$ cat config.mk
export PLATFORM = sky130hd
export DESIGN_NAME = transaction_rr_arbiter
export DESIGN_NICKNAME = d
export VERILOG_FILES = /design/src/rtl/transaction_rr_arbiter.sv
export SDC_FILE = /design/constraint.sdc
export NUM_CORES = 1
export LEC_CHECK = 0
export ABC_AREA = 1
export CORE_MARGIN = 2
export CORE_UTILIZATION = 36
export DETAILED_ROUTE_END_ITERATION = 8
export PLACE_DENSITY = 0.8
export SETUP_SLACK_MARGIN = 0.5
export SLEW_MARGIN = 20
export SYNTH_ARGS = -nofsm -noshare
export SYNTH_HDL_FRONTEND = slang
export SYNTH_SLANG_ARGS = --single-unit
$ cat constraint.sdc
create_clock -name clk -period 1.3 [get_ports clk]
set_input_delay 0.325 -clock clk [delete_from_list [all_inputs] [get_ports clk]]
set_output_delay 0.325 -clock clk [all_outputs]
set_load 0.005 [all_outputs]
$ cat src/rtl/transaction_rr_arbiter.sv
// Transaction-layer arbiter/router: pops one word per cycle from NUM_CH input FIFOs and routes it by destination field.
// Define ARB_ROUND_ROBIN_EN for round-robin grant; otherwise the grant is fixed priority with the lowest index first.
module transaction_rr_arbiter #(
   parameter int NUM_CH    = 4,
   parameter int WORD_SIZE = 10,
   parameter int DEST_W    = $clog2(NUM_CH)
) (
   input  logic                        clk,
   input  logic                        reset,
   input  logic                        enable,
   input  logic [NUM_CH-1:0]           in_empty,
   input  logic [NUM_CH*WORD_SIZE-1:0] in_data,
   input  logic [NUM_CH-1:0]           out_almost_full,
   output logic [NUM_CH-1:0]           in_pop,
   output logic [NUM_CH-1:0]           out_push,
   output logic [WORD_SIZE-1:0]        out_data,
   output logic [DEST_W-1:0]           grant_idx,
   output logic                        busy
);

   logic [NUM_CH-1:0]    eligible;
   logic                 issue_ok;
   logic                 grant_found;
   logic [DEST_W-1:0]    grant_sel;
   logic [NUM_CH-1:0]    pop_vec;
   logic                 s1_valid;
   logic [DEST_W-1:0]    s1_idx;
   logic [WORD_SIZE-1:0] s1_word;
   logic [NUM_CH-1:0]    push_vec;

   // A channel popped at the last edge is locked out: its empty flag has not caught up yet.
   assign eligible = ~in_empty & ~in_pop;
   assign issue_ok = enable & ~(|out_almost_full);

`ifdef ARB_ROUND_ROBIN_EN
   logic [DEST_W-1:0] rr_ptr;
   logic [DEST_W-1:0] cand;

   // Power-of-two channel count lets the DEST_W-bit add wrap past NUM_CH-1 back to 0.
   always_comb begin
      grant_found = 1'b0;
      grant_sel   = '0;
      cand        = '0;
      for (int j = 0; j < NUM_CH; j++) begin
         cand = rr_ptr + DEST_W'(j);
         if (!grant_found && eligible[cand]) begin
            grant_found = 1'b1;
            grant_sel   = cand;
         end
      end
   end
`else
   // NOTE: every signal assigned in always_comb gets a default first, otherwise a latch is inferred.
   always_comb begin
      grant_found = 1'b0;
      grant_sel   = '0;
      for (int j = NUM_CH - 1; j >= 0; j--) begin
         if (eligible[j]) begin
            grant_found = 1'b1;
            grant_sel   = DEST_W'(j);
         end
      end
   end
`endif

   always_comb begin
      pop_vec            = '0;
      pop_vec[grant_sel] = 1'b1;
   end

   always_comb begin
      s1_word = '0;
      for (int i = 0; i < NUM_CH; i++) begin
         if (s1_idx == DEST_W'(i)) s1_word = in_data[i*WORD_SIZE +: WORD_SIZE];
      end
   end

   always_comb begin
      push_vec                                   = '0;
      push_vec[s1_word[WORD_SIZE-1 -: DEST_W]]   = 1'b1;
   end

   // NOTE: sequential state uses non-blocking assignments so every register samples pre-edge values.
   always_ff @(posedge clk) begin
      if (reset) begin
         in_pop    <= '0;
         grant_idx <= '0;
         s1_valid  <= 1'b0;
         s1_idx    <= '0;
         out_push  <= '0;
         out_data  <= '0;
`ifdef ARB_ROUND_ROBIN_EN
         rr_ptr    <= '0;
`endif
      end else begin
         in_pop <= '0;
         if (issue_ok && grant_found) begin
            in_pop    <= pop_vec;
            grant_idx <= grant_sel;
`ifdef ARB_ROUND_ROBIN_EN
            rr_ptr    <= grant_sel + DEST_W'(1);
`endif
         end
         // S1: the FIFO presents the popped word during the following cycle.
         s1_valid <= |in_pop;
         s1_idx   <= grant_idx;
         out_push <= '0;
         if (s1_valid) begin
            out_data <= s1_word;
            out_push <= push_vec;
         end
      end
   end

   assign busy = (|in_pop) | s1_valid | (|out_push);

endmodule

==> impl_metrics.tcl, run 1 <==
set metrics [dict create \
    synth_largest_area_cell "dfxtp_1" \
    vias 1624 \
    fin_crit_sh_pct 120 \
    use_met1_pct 23.6 \
    cts-root-buf "clkbuf_4" \
    use_met3_pct 7.36 \
    slowest_stage "dfxtp_2" \
    period_minus_slack_ps 1560 \
    dpl.cell_count 292 \
    drv_slew 0 \
    start_util_pct 37.3 \
    drt_iter0_markers 55 \
    synth_area_per_cell_um2 6.40 \
    pre_cts_ws_ps -201 \
    core_area_um2 3000 \
    grt_pass1_vias 1511 \
    worstPathArrival_ps 1230 \
    timing.final.ws_setup_ps -256 \
    grt_pass1_wl_um 6490 \
    drc 0 \
    fmax_ghz 0.643 \
    rsz0062_at_grt "true" \
    final_antenna_net_count 0 \
    start_kind "flip-flop" \
    crit_start "in_pop[2]$_SDFF_PP0_" \
    synth_area_um2 1120 \
    num_antenna_cells 0 \
    total_power_mw 1.39 \
    p_leak_nw 1.11 \
    final_common_cell "clkdlybuf4s50_1" \
    cts_tree "done" \
    gp_routability_congestion 0.792 \
    cp_cell_sequence "nor4_4 > nand3_1 > buf_2" \
    die_w_um 59.8 \
    status "finished with violations" \
    reg2reg_slack_ps 30 \
    fin_cells 310 \
    drive_above_1_share_pct 59.2 \
    syn-instance-count 175 \
    fin_nets 329 \
    hold_viol 0 \
    area_growth_pct 131 \
    grt_usage_pct 24.3 \
    irDropWorstVdd_mv 0.564 \
    hpwl_um 2730 \
    hold_path_class "input port to flip-flop" \
    yosys-top-cells-area "dfxtp_1 (41%), nand2_1 (17%), nor2_1 (11%)" \
    yosys_warnings 0 \
    ys_types 17 \
    cap_violations 0 \
    viasPerCell 5.24 \
    antenna_found_initial 0 \
    cts.sinks 23 \
    clk_latency_ps 310 \
    drtPass1Iterations 4 \
    crit_path_end_kind "output pin" \
    crit_end "busy" \
    clk_pin_slew_worst_paths_ps 130 \
    mostFrequentLayoutCells "clkdlybuf4s50_1 (47), buf_6 (30), nand2_2 (26), dfxtp_2 (21), nand2_1 (20)" \
    met2_usage_pct 47.7 \
    worstPathMaxFanout 2 \
    overflow 0 \
    relSlewSlack_pct 81.1 \
    cts_made_buffers 3 \
    max_slew.worst_pin.slew_ps 280 \
    routed_wl_um 5220 \
    htree_num_levels 1 \
    yosysSeqAreaShare_pct 41.1 \
    num_rows 20 \
    ioPinCount 72 \
    slowest_delay_ps 370 \
    wl_per_cell_um 16.9 \
    reg2regPathDepth 7 \
    finClkSkew_ps 1.89 \
    violations "setup timing" \
    synth_seq_cells 23 \
    r2r_end "out_data[5]$_SDFFE_PP0P_" \
    cts_buffer_depth 2 \
    synthDominantCellAreaShare_pct 41.1 \
    die-area_um2 3570 \
    worstReg2RegStart "s1_idx[0]$_SDFF_PP0_" \
    setup_violations 4 \
    fp.dieH_um 59.8 \
    portBuffers 71 \
    p_per_area_nw_per_um2 537 \
    critical_path_class "flip-flop to output pin" \
    required_ps 980 \
    grt_max_degree 15 \
    synth_nets 226 \
    grt-busiest-layer "met2" \
    hold_buffers 0 \
]
where the power goes:
| part | internal (mW) | switching (mW) | leakage, nW | total, mW |
|---|---|---|---|---|
| logic | 0.201 | 0.132 | 0.897 | 0.333 |
| registers | 0.705 | 0.00452 | 0.198 | 0.709 |
| clock network | 0.120 | 0.227 | 0.0150 | 0.347 |
per-stage QoR:
stage / util [%] / hold WS (ps) / area [µm²] / setup TNS, ps
after floorplan: - / 421 / 1210 / 0
after global placement: 68.3 / 432 / 2050 / -1070
after detailed placement: 68.3 / 434 / 2050 / -1370
after CTS: 80.0 / 450 / 2400 / -270
after global routing: 86.2 / 449 / 2590 / -587
final: 86.2 / 448 / 2590 / -384
cells by family after synthesis:
logic type,synth area share [%]
and+or+nand+nor,41.0
DFF,41.1
AOI/OAI and AO/OA,10.3
buffers and inverters,7.60
flip-flops by register name (all words and copies together), names as in the netlist:
register	flops
out_push	4
s1_idx	2
in_pop	4
s1_valid	1
out_data	10
grant_idx	2
Yosys cell counts:
library cell / n
nand2_1: 51
nor2_1: 32
or2_1: 1
nor2_2: 2
o21ai_0: 14
or2_2: 2
nor4_1: 2
clkbuf_8: 1
inv_1: 15
a21oi_1: 9
nand3_1: 16
nand2_2: 2
nor3_1: 1
clkbuf_2: 1
dfxtp_1: 23
buf_2: 2
or2_0: 1
area by class of cell:
class | count | area [µm²]
inverters | 15 | 63.8
repair buffers | 102 | 1000
multi-input cells | 133 | 957
well taps | 33 | 41.3
flip-flops and latches | 23 | 494
fillers | 154 | 415
clock buffers | 4 | 26.3
critical path, delay by kind of cell (launching register included):
kind          cells  cell delay, ps
simple gates      2             410
flops             1             370
buf+inv           1             140
worst min path at each step:
stage                                    startpoint                   end  slack (ps)  cells after the start
final                                   in_empty[1]  in_pop[1]$_SDFF_PP0_         450                      4
after global routing                    in_empty[1]  in_pop[1]$_SDFF_PP0_         450                      4
after CTS                               in_empty[1]  in_pop[1]$_SDFF_PP0_         450                      4
after detailed placement  grant_idx[1]$_SDFFE_PP0P_  s1_idx[1]$_SDFF_PP0_         430                      2
after global placement    grant_idx[1]$_SDFFE_PP0P_  s1_idx[1]$_SDFF_PP0_         430                      2
after floorplan           grant_idx[1]$_SDFFE_PP0P_  s1_idx[1]$_SDFF_PP0_         420                      2
timing repair:
item / 4_1_cts / 5_1_grt
buffers inserted: 11 / 3
gates cloned: 0 / 0
hold endpoints to repair: 0 / 0
pin swaps: 25 / 14
resized for setup: 183 / 44
setup endpoints to repair: 44 / 42
per-layer routing:
layer,vias to the layer above,routed length [µm]
met5,-,0
li1,763,-
met2,89,2800
met1,758,1850
met4,0,135
met3,14,435
(Power assumes the default switching activity.)
==> run 2: changes to the inputs <==
--- a/config.mk
+++ b/config.mk
@@ -7,9 +7,10 @@
 export LEC_CHECK = 0
 export ABC_AREA = 1
 export CORE_MARGIN = 2
-export CORE_UTILIZATION = 36
+export CORE_UTILIZATION = 37
+export CTS_BUF_LIST = sky130_fd_sc_hd__clkbuf_8
 export DETAILED_ROUTE_END_ITERATION = 8
-export PLACE_DENSITY = 0.8
+export PLACE_DENSITY = 0.82
 export SETUP_SLACK_MARGIN = 0.5
 export SLEW_MARGIN = 20
 export SYNTH_ARGS = -nofsm -noshare
==> run 2 against run 1 <==
Against the previous run:
- the flow still finishes with violations (setup timing)
- non-clock buffer count fell by 1
- global-route usage grew 3.2 points
- combinational power is 5% higher
- sequential cell count stayed put
- total power grew 8.6%
- critical path type unchanged
==> impl_metrics.tcl, run 2 (synthesized netlist as in run 1, its figures left out) <==
set metrics [dict create \
    status "finished with violations" \
    violations "setup timing" \
    crit_path_end_kind "output pin" \
    drtPass1Iterations 5 \
    drv_slew 0 \
    grt_pass1_wl_um 7290 \
    period_minus_slack_ps 1570 \
    hold_viol 0 \
    p_switching_mw 0.403 \
    worstPathMaxFanout 2 \
    portBuffers 71 \
    post_dp_cell_area_um2 2030 \
    top_regs "out_data (10), in_pop (4), out_push (4)" \
    final_common_cell "clkdlybuf4s50_1" \
    fin_crit_sh_pct 121 \
    drc 0 \
    cap_violations 0 \
    vias 1805 \
    setup_violations 3 \
    wl_per_cell_um 22.3 \
    core_area_um2 2810 \
    gp_routability_congestion 0.757 \
    p_per_area_nw_per_um2 578 \
    area_growth_pct 133 \
    start_kind "flip-flop" \
    cts-root-buf "clkbuf_8" \
    finClkSkew_ps 2.32 \
    tns_ps -328 \
    cts_made_buffers 3 \
    cts_buffer_depth 2 \
    required_ps 980 \
    cts_tree "done" \
    antenna_found_initial 0 \
    hpwl_um 2750 \
    rsz0062_at_grt "true" \
    worstPathArrival_ps 1240 \
    grt_max_degree 15 \
    htree_num_levels 1 \
    max_slew.worst_pin.slew_ps 334 \
    clk_pin_slew_worst_paths_ps 80 \
    mostFrequentLayoutCells "clkdlybuf4s50_1 (43), nand2_1 (31), buf_6 (28), dfxtp_2 (17)" \
    swShare_pct 26.7 \
    p_int_mw 1.11 \
    ioPinCount 72 \
    die_w_um 59.0 \
    hold_path_class "flip-flop to flip-flop" \
    fin_util_pct 93.0 \
    clk_latency_ps 270 \
    regMostFlops "out_data" \
    viasPerCell 5.88 \
    routed_wl_um 6840 \
    die-area_um2 3480 \
    final_area_um2 2610 \
    combPwrFrac_pct 23.1 \
    hold_buffers 0 \
    cts.sinks 23 \
    fp.dieH_um 59.0 \
    final_antenna_net_count 0 \
    timing.final.ws_setup_ps -267 \
    clkPwrFrac_pct 30.5 \
    p_leak_nw 1.18 \
    grt_usage_pct 27.4 \
    overflow 0 \
    largest_register_ffs 10 \
    num_antenna_cells 0 \
    drive_above_1_share_pct 55.8 \
    start_util_pct 39.9 \
    fmax_ghz 0.638 \
    irDropWorstVdd_mv 0.896 \
    fin_nets 328 \
    drt_iter0_markers 134 \
    num_rows 19 \
    relSlewSlack_pct 77.5 \
    pwr-share-seq_pct 46.5 \
    critical_path_class "flip-flop to output pin" \
    grt_pass1_vias 1620 \
]
==> run 2: changes by cell type in the layout (fill, tap and decap cells not counted), moves of 3 or more <==
cell and change:
clkbuf_4 -3, clkbuf_8 +3, clkdlybuf4s50_1 -4, dfxtp_2 -4, dfxtp_4 +4, dlygate4sd2_1 +4, inv_2 +4, nand2_1 +11
nand2_2 -16, nand2_4 +5, nor2_4 +3
==> run 2: timing repair <==
item,CTS,global route
buffers inserted,11,4
gates resized for setup,175,56
endpoints found under the setup margin,44,42
hold endpoints to repair,0,0
pin swaps,32,24
==> run 2: worst max-delay path, cell delays in order, from the launching register on <==
cell     delay (ps)
dfxtp_4         370
nor4_4          320
nand3_1         140
buf_2           150
==> run 2: layout make-up <==
cell class	count	area, µm²
Multi-Input combinational cell	133	968
Timing Repair Buffer	101	992
Fill cell	85	196
Sequential cell	23	504
Tap cell	31	38.8
Clock buffer	3	41.3
Clock inverter	1	5.00
Inverter	15	58.8
==> run 2: stage by stage <==
| stage | instances | setup slack, ps | power (mW) | hold WS (ps) |
|---|---|---|---|---|
| finish | 307 | -267 | 1.51 | 498 |
| global route | 307 | -289 | 1.55 | 509 |
| CTS | 303 | -225 | 1.43 | 446 |
| detailed placement | 288 | -206 | 0.972 | 437 |
| global placement | 288 | -193 | 0.970 | 438 |
| floorplan | 175 | 257 | 0.793 | 421 |
==> run 2: final timing paths <==
check                           slack, ps  cells past startpoint                      from                  endpoint
worst max register to register        -50                      7      in_pop[0]$_SDFF_PP0_      in_pop[1]$_SDFF_PP0_
worst min-delay path                  500                      2  out_data[8]$_SDFFE_PP0P_  out_data[8]$_SDFFE_PP0P_
worst min register to register        500                      2  out_data[8]$_SDFFE_PP0P_  out_data[8]$_SDFFE_PP0P_
worst max-delay path                 -270                      3      in_pop[0]$_SDFF_PP0_                      busy
==> run 2: power groups by stage <==
stage               Combinational (mW)  Sequential, mW  Clock [mW]
floorplan                       0.0693           0.724           0
global placement                 0.246           0.724           0
detailed placement               0.247           0.724           0
CTS                              0.277           0.706       0.451
global route                     0.360           0.701       0.485
finish                           0.348           0.701       0.460
==> run 2: routing by layer <==
layer	track usage, %	part of all wire, %
met1	27.6	33
met2	52.7	50
met3	8.30	9.3
met4	9.42	7.6
met5	0	0
==> run 3: changes to the inputs <==
--- a/config.mk
+++ b/config.mk
@@ -10,6 +10,7 @@
 export CORE_UTILIZATION = 37
 export CTS_BUF_LIST = sky130_fd_sc_hd__clkbuf_8
 export DETAILED_ROUTE_END_ITERATION = 8
+export GPL_ROUTABILITY_DRIVEN = 0
 export PLACE_DENSITY = 0.82
 export SETUP_SLACK_MARGIN = 0.5
 export SLEW_MARGIN = 20
==> results of run 3 <==
Final layout, timing and power as in run 2 (identical DEF).
